--- src/rtl/dlc_ff_pipe.sv ---
// Valid-qualified register pipeline with stall, flush and occupancy tracking.
// Define DLC_FF_PIPE_PARITY_EN to add the end-to-end parity check and the sticky par_err flag.
module dlc_ff_pipe #(
    parameter int unsigned        WIDTH = 1,
    parameter int unsigned        DEPTH = 2,
    parameter logic [WIDTH-1:0]   RSTV  = '0,
    localparam int unsigned       CW    = $clog2(DEPTH + 1)
) (
    input  logic             clk,
    input  logic             reset,
    input  logic             enable,
    input  logic             flush,
    input  logic [WIDTH-1:0] din,
    input  logic             din_valid,
    input  logic             par_inj,
    output logic [WIDTH-1:0] dout,
    output logic             dout_valid,
    output logic [CW-1:0]    occupancy,
    output logic             par_err
);

    logic [WIDTH-1:0] data_q [DEPTH];
    logic [DEPTH-1:0] vld_q;
    logic [CW-1:0]    occ_q, occ_d;

    // Occupancy tracks popcount(vld_q) incrementally: one word in, one word out per shift.
    always_comb begin
        occ_d = occ_q;
        if (flush) begin
            occ_d = '0;
        end else if (enable) begin
            occ_d = occ_q + CW'(din_valid) - CW'(vld_q[DEPTH-1]);
        end
    end

    always_ff @(posedge clk) begin
        if (reset) begin
            for (int i = 0; i < DEPTH; i++) begin
                data_q[i] <= RSTV;
            end
            vld_q <= '0;
            occ_q <= '0;
        end else begin
            if (enable) begin
                data_q[0] <= din;
                for (int i = 1; i < DEPTH; i++) begin
                    data_q[i] <= data_q[i-1];
                end
            end
            if (flush) begin
                vld_q <= '0;
            end else if (enable) begin
                vld_q <= DEPTH'({vld_q, din_valid});
            end
            occ_q <= occ_d;
        end
    end

    assign dout       = data_q[DEPTH-1];
    assign dout_valid = vld_q[DEPTH-1];
    assign occupancy  = occ_q;

`ifdef DLC_FF_PIPE_PARITY_EN
    logic [DEPTH-1:0] par_q;
    logic             par_err_q;

    // Parity bits shift alongside the data; flush only drops valids, so parity is untouched.
    always_ff @(posedge clk) begin
        if (reset) begin
            par_q     <= {DEPTH{^RSTV}};
            par_err_q <= 1'b0;
        end else begin
            if (enable) begin
                par_q <= DEPTH'({par_q, (^din) ^ par_inj});
            end
            if (dout_valid && ((^dout) != par_q[DEPTH-1])) begin
                par_err_q <= 1'b1;
            end
        end
    end

    assign par_err = par_err_q;
`else
    logic unused_par_inj;
    assign unused_par_inj = par_inj;
    assign par_err        = 1'b0;
`endif

endmodule

--- config.mk ---
export PLATFORM = sky130hd
export DESIGN_NAME = dlc_ff_pipe
export DESIGN_NICKNAME = d
export VERILOG_FILES = /design/src/rtl/dlc_ff_pipe.sv
export SDC_FILE = /design/constraint.sdc
export NUM_CORES = 1
export LEC_CHECK = 0
export ABC_AREA = 1
export CELL_PAD_IN_SITES_DETAIL_PLACEMENT = 0
export CELL_PAD_IN_SITES_GLOBAL_PLACEMENT = 1
export CORE_AREA = 2 2 39 41
export DETAILED_ROUTE_END_ITERATION = 6
export DIE_AREA = 0 0 41 43
export MAX_ROUTING_LAYER = met4
export PLACE_DENSITY_LB_ADDON = 0.1
export SYNTH_ARGS = -nofsm -noshare
export SYNTH_HDL_FRONTEND = slang
export SYNTH_SLANG_ARGS = --single-unit
--- constraint.sdc ---
create_clock -name clk -period 1.52 [get_ports clk]
set_input_delay 0.304 -clock clk [delete_from_list [all_inputs] [get_ports clk]]
set_output_delay 0.304 -clock clk [all_outputs]
set_load 0.02 [all_outputs]
==> summary.txt, run 1 <==
CTS
  • Number of buffers inserted by post-CTS setup repair: 0
  • Total number of H-tree levels: 1
  • Clk root buf: sky130_fd_sc_hd__clkbuf_4
  • TritonCTS clock tree: built
  • Count of instances resized after the clock tree is built: 1
  • Clock buffer count from CTS: 3
  • Num Clock Sinks: 6
  • Max clock buf depth: 2
  • Clock latency reported for the late side of the worst-skew pair: 240 ps
  • Clock edge transition at the registers on the reported setup and hold paths: 50 ps
  • CTS hold repair buffers: 0

GRT
  • Wire length of the first global-routing pass: between 900 and 1000 um
  • Total GRT Usage: 8.99%
  • Via count of the first global-routing pass: ~250
  • Initial antenna violation count: 0
  • Total global routing overflow: 0
  • Maximum number of pins on one net before global-route repair: 7

Power and ir drop
  • Power density over the cells: 895 nW/um2
  • Max VDD drop: 320 uV
  • Leak pwr: 0.216 nW

STA
  • Worst-case clock skew: 0.977 ps
  • Post-route fraction of the period consumed by the critical path: 96.3%
  • Setup TNS after final layout: 0 ps
  • Maximum operating frequency: 683 MHz
  • Final min period: 1460 ps
  • Setup repair after global routing missed its margin: false
  • Final number of hold-violating endpoints: 0
  • Setup violations, final: 0
  • Final Hold Slack: 481 ps
  • Number of max-slew violations in the final report: 0

Floorplanning
  • Core area: 1380 um2
  • I/O pin count: 12
  • Die outline width: 41 um
  • FP Rows: 14
  • Starting density of the core: 21.2%
  • Die Area: ~1800 um2
  • Die height: ~43 um

Setup path
  • Cell with the biggest individual delay on the critical path: sky130_fd_sc_hd__clkdlybuf4s50_1
  • Worst-path maximum fanout: 2
  • Beginning of the critical path: occupancy[0]$_SDFFE_PP0P_
  • Startpoint Class: register
  • Critical path's largest stage delay: around 600 ps
  • Crit path DAT: 1160 ps
  • Critical Path End Type: primary output
  • Buf/Inv on CP: 1
  • Type of the worst setup path: register to primary output
  • Crit path cell chain: clkdlybuf4s50_1
  • Top cell family by delay on the critical path: buffers and inverters
  • Required time at the endpoint of the critical path: 1220 ps
  • Critical register-to-register path startpoint: occupancy[0]$_SDFFE_PP0P_

Run
  • Max-cap check violation count: 0

Yosys
  • Number of storage elements in the synthesis netlist: 6
  • Average instance area after synthesis: ~7.9 um2
  • Post-synth design cell area: 293 um2
  • Top cell type's share of synthesized area: ~27%
  • Cell count after synthesis: 37
  • Synth area leader: sky130_fd_sc_hd__dfxtp_1
  • Fraction of the yosys area taken by sequential cells: 47.9%
  • Ranking of synthesized cells by area: sky130_fd_sc_hd__dfxtp_1 27%, sky130_fd_sc_hd__edfxtp_1 21%, sky130_fd_sc_hd__nor2_1 12%, sky130_fd_sc_hd__ha_1 8.5%, sky130_fd_sc_hd__inv_1 7.7%
  • Netlist cell types: 12
  • Net count after synthesis: 46
  • Synthesis Warnings: 0

Final layout
  • Inserted Diodes: 0
  • Layout Area Growth over Synthesis: 45.7%
  • Fraction of final layout cells sized beyond drive strength 1: 12.2%
  • Net count reported at finish: 60
  • Final design utilization: 30.8%

Placement
  • DPL Wire Length: 454 um
  • Port bufs: 9
  • RePlAce Congestion: around 0.62

Worst hold path
  • HP Start: occupancy[0]$_SDFFE_PP0P_
  • Hold/Removal Path Class: register to register

Detailed routing
  • Detailed-route vias per instance: 4.05
  • DRT iter0 DRCs: 4
  • DRC Markers: 0
  • Antenna-violating nets left: 0
  • Total number of vias: 263
  • First-pass DRT Iterations: 3
  • Mean routed wirelength per cell: ~9 um
  • Overall routed net length: around 590 um

Outcome
  • Run status: complete, no violations
==> placed cells by master, fill, tap and decap left out <==
cell / count
sky130_fd_sc_hd__nor2_1: 9
sky130_fd_sc_hd__clkdlybuf4s50_1: 7
sky130_fd_sc_hd__inv_1: 6
sky130_fd_sc_hd__nand2_1: 5
sky130_fd_sc_hd__dfxtp_1: 4
sky130_fd_sc_hd__o21ai_0: 3
sky130_fd_sc_hd__clkbuf_4: 3
sky130_fd_sc_hd__and3_2: 2
sky130_fd_sc_hd__ha_1: 2
sky130_fd_sc_hd__edfxtp_1: 2
sky130_fd_sc_hd__a21oi_1: 1
sky130_fd_sc_hd__nand4_1: 1
sky130_fd_sc_hd__conb_1: 1
sky130_fd_sc_hd__dlymetal6s2s_1: 1
sky130_fd_sc_hd__dlygate4sd2_1: 1
sky130_fd_sc_hd__buf_4: 1
==> where the power goes <==
part	internal (W)	switching (W)
sequential	0.000174	0.00000310
combinational	0.0000292	0.0000288
clock	0.0000893	0.0000572
total	0.000293	0.0000890
==> kinds of logic after synthesis <==
group | synth area share (%)
adders and majority gates | 8.55
other | 1.28
buffers and inverters | 10.3
and+or+nand+nor | 25.2
AOI/OAI and AO/OA | 6.83
DFF | 47.9
==> tightest hold or removal path, delay by kind of cell, from the launching register on <==
kind / cells / cell delay [ps]
AOI/OAI and AO/OA: 1 / 60
buffers and inverters: 1 / 70
DFF: 1 / 300
==> metal layers <==
metal	part of all wire (%)	wire length (um)	vias to the layer above	global-route usage, %
met5	0	0	-	-
met1	48	279	118	10.1
li1	-	-	139	-
met2	47	275	6	11.9
met4	0	0	0	8.00
met3	5.5	32	0	3.14
==> stage by stage <==
| stage | power [W] | cells | area (um2) | worst slack, ps |
|---|---|---|---|---|
| 6_report | 0.000382 | 65 | 427 | 56.5 |
| 5_1_grt | 0.000410 | 65 | 427 | 6.07 |
| 4_1_cts | 0.000393 | 65 | 424 | 4.48 |
| 3_5_place_dp | 0.000240 | 62 | 403 | 103 |
| 3_3_place_gp | 0.000238 | 62 | 403 | 126 |
| 2_1_floorplan | 0.000211 | 37 | 293 | 151 |
==> synthesized netlist by cell type, drive strengths merged <==
| cell type | number |
|---|---|
| nor2 | 9 |
| inv | 6 |
| nand2 | 5 |
| dfxtp | 4 |
| o21ai | 3 |
| and3 | 2 |
| edfxtp | 2 |
| ha | 2 |
| a21oi | 1 |
| buf | 1 |
| conb | 1 |
| nand4 | 1 |
==> layout make-up <==
class,instances,area [um2]
sequential,6,140
clock buffer,3,22.5
tap,16,20.0
timing repair buffer,10,98.8
fill,155,957
inverter,6,22.5
multi-input combinational,24,123
==> path summary, 6_finish.rpt <==
check | endpoint | slack [ps] | depth (start not counted)
max | occupancy[0] | 60 | 1
min | occupancy[0]$_SDFFE_PP0P_ | 480 | 2
max reg2reg | occupancy[1]$_SDFFE_PP0P_ | 230 | 9
min reg2reg | occupancy[0]$_SDFFE_PP0P_ | 480 | 2
==> sequential cells by signal, indices dropped and copies added (netlist names) <==
signal / count
data_q: 2
occupancy: 2
vld_q: 2
Power figures use the tool's default switching activity.
==> run 2, diff against run 1 <==
- SLEW_MARGIN: not set -> 15
==> results of run 2 <==
The final DEF is identical to that of run 1; final timing and power are the same.
==> run 3, diff against run 2 <==
- CELL_PAD_IN_SITES_DETAIL_PLACEMENT: 0 -> not set
- CELL_PAD_IN_SITES_GLOBAL_PLACEMENT: 1 -> not set
- PLACE_DENSITY_LB_ADDON: 0.1 -> not set
==> run 3 against run 2 <==
  * Largest cell class unchanged
  * Largest power group unchanged
  * Register-to-register slack better by 30 ps
  * Clock-buffer cell count did not move
  * Cell count unchanged
  * Global-route usage fell by 0.11 points
  * Worst setup slack improved by 1.1 ps
==> summary.txt, run 3 (synthesis results as in run 1) <==
GRT
  • Via count of the first global-routing pass: 225 (-8.5%)
  • Total global routing overflow: 0 (unchanged)
  • Global-route track usage on met1: 11.0% (+0.94 points)
  • Wire length of the first global-routing pass: 952 um (-2.1%)
  • Gr busiest metal: met1
  • Total GRT Usage: 8.88% (-0.11 points)
  • Met3 demand-to-capacity share in global routing: 4.71% (+1.6 points)
  • Initial antenna violation count: 0 (unchanged)
  • Maximum number of pins on one net before global-route repair: 6 (-1)
  • GR Util met2: 10.6% (-1.2 points)

Floorplanning
  • Starting density of the core: 21.2% (unchanged)
  • Die height: 43 um (unchanged)
  • Core area: 1380 um2 (unchanged)
  • Die Area: 1760 um2 (unchanged)
  • FP Rows: 14 (unchanged)
  • I/O pin count: 12 (unchanged)
  • Die outline width: 41 um (unchanged)

Setup path
  • Critical Path End Type: primary output
  • Crit path cell chain: clkdlybuf4s50_1
  • Top cell family by delay on the critical path: buffers and inverters
  • Critical path's largest stage delay: 590 ps (about the same)
  • Startpoint Class: register
  • Cell with the biggest individual delay on the critical path: sky130_fd_sc_hd__clkdlybuf4s50_1
  • Crit path DAT: 1160 ps (about the same)
  • Type of the worst setup path: register to primary output
  • Required time at the endpoint of the critical path: 1220 ps (about the same)
  • Buf/Inv on CP: 1 (unchanged)
  • Worst-path maximum fanout: 1 (-1)

STA
  • Maximum operating frequency: 684 MHz (about the same)
  • Final min period: 1460 ps (-1.12 ps)
  • Setup TNS after final layout: 0 ps (unchanged)
  • Final number of hold-violating endpoints: 0 (unchanged)
  • Number of max-slew violations in the final report: 0 (unchanged)
  • Setup violations, final: 0 (unchanged)
  • Setup repair after global routing missed its margin: false
  • Setup WS post-layout: 57.6 ps (+1.12 ps)
  • Worst-case clock skew: 8.62 ps (+7.64 ps)
  • Post-route fraction of the period consumed by the critical path: 96.2% (about the same)

Detailed routing
  • Detailed-route vias per instance: 3.88 (-4.2%)
  • First-pass DRT Iterations: 2 (-1)
  • Total number of vias: 252 (-4.2%)
  • DRC Markers: 0 (unchanged)
  • Antenna-violating nets left: 0 (unchanged)
  • Mean routed wirelength per cell: 8.60 um (-4.8%)
  • DRT iter0 DRCs: 5 (+1)
  • Overall routed net length: 559 um (-4.8%)

Final layout
  • Fraction of final layout cells sized beyond drive strength 1: 12.2% (unchanged)
  • Net count reported at finish: 60 (unchanged)
  • Inserted Diodes: 0 (unchanged)
  • Final design utilization: 30.7% (-0.090 points)
  • Most frequent cells in the layout: 9 x sky130_fd_sc_hd__nor2_1, 6 x sky130_fd_sc_hd__inv_1, 6 x sky130_fd_sc_hd__clkdlybuf4s50_1
  • Layout Area Growth over Synthesis: 45.3%
  • Non-filler instance count after layout: 65 (unchanged)
  • Commonest non-fill, non-tap cell in the layout: sky130_fd_sc_hd__nor2_1
  • Number of fill cells: 156 (+0.65%)

Placement
  • DPL Wire Length: 428 um (-5.7%)
  • Number of instances in the placed design: 62 (unchanged)
  • Pre-CTS WS: 138 ps (+35.3 ps)
  • RePlAce Congestion: 0.667 (+8.3%)
  • Port bufs: 9 (unchanged)

CTS
  • Max clock buf depth: 2 (unchanged)
  • TritonCTS clock tree: built
  • Clock edge transition at the registers on the reported setup and hold paths: 50 ps (about the same)
  • Total number of H-tree levels: 1 (unchanged)
  • Clock buffer count from CTS: 3 (unchanged)
  • Clock latency reported for the late side of the worst-skew pair: 250 ps (about the same)
  • Num Clock Sinks: 6 (unchanged)
  • Clk root buf: sky130_fd_sc_hd__clkbuf_4

Power and ir drop
  • Leak pwr: 0.219 nW (+1.5%)
  • Max VDD drop: 385 uV (+20%)
  • Power density over the cells: 920 nW/um2 (+2.7%)

Outcome
  • Run status: complete, no violations

Worst hold path
  • Hold/Removal Path Class: register to register

Run
  • Max-cap check violation count: 0 (unchanged)
==> run 3: layout make-up <==
| type | instances | area (um2) | share of cell area, % |
|---|---|---|---|
| timing repair buffer | 10 | 97.6 | 22.9 |
| inverter | 6 | 22.5 | 5.29 |
| sequential | 6 | 140 | 32.9 |
| clock buffer | 3 | 22.5 | 5.29 |
| tap | 16 | 20.0 | 4.71 |
| multi-input combinational | 24 | 123 | 28.8 |
==> run 3: per-layer routing <==
| metal | wire length, um | part of all wire (%) | up-vias |
|---|---|---|---|
| met4 | 22 | 3.9 | 0 |
| met2 | 210 | 38 | 10 |
| li1 | - | - | 138 |
| met1 | 269 | 48 | 101 |
| met3 | 56 | 10 | 3 |
| met5 | 0 | 0 | - |
==> run 3: power by group <==
part | switching [W] | internal (W)
combinational | 0.0000281 | 0.0000288
clock | 0.0000672 | 0.0000900
sequential | 0.00000301 | 0.000174
total | 0.0000983 | 0.000293
==> run 3: worst paths after layout <==
path | depth (start not counted) | end | from | slack (ps)
max | 1 | dout | data_q[0][1]$_SDFFCE_PN0P_ | 60
min | 2 | occupancy[0]$_SDFFE_PP0P_ | occupancy[0]$_SDFFE_PP0P_ | 480
max reg2reg | 9 | occupancy[1]$_SDFFE_PP0P_ | occupancy[0]$_SDFFE_PP0P_ | 260
min reg2reg | 2 | occupancy[0]$_SDFFE_PP0P_ | occupancy[0]$_SDFFE_PP0P_ | 480
==> run 3: metrics by stage <==
step	power, W	cell area [um2]	hold slack [ps]
6_report	0.000391	425	482
5_1_grt	0.000412	425	521
4_1_cts	0.000396	423	490
3_5_place_dp	0.000239	403	476
3_3_place_gp	0.000238	403	463
2_1_floorplan	0.000211	293	433
==> run 3: timing repair <==
item / in CTS / in global routing
setup buffers: 0 / 0
setup endpoints to repair: 2 / 1
gates resized for setup: 2 / 1
hold buffers: 0 / 0
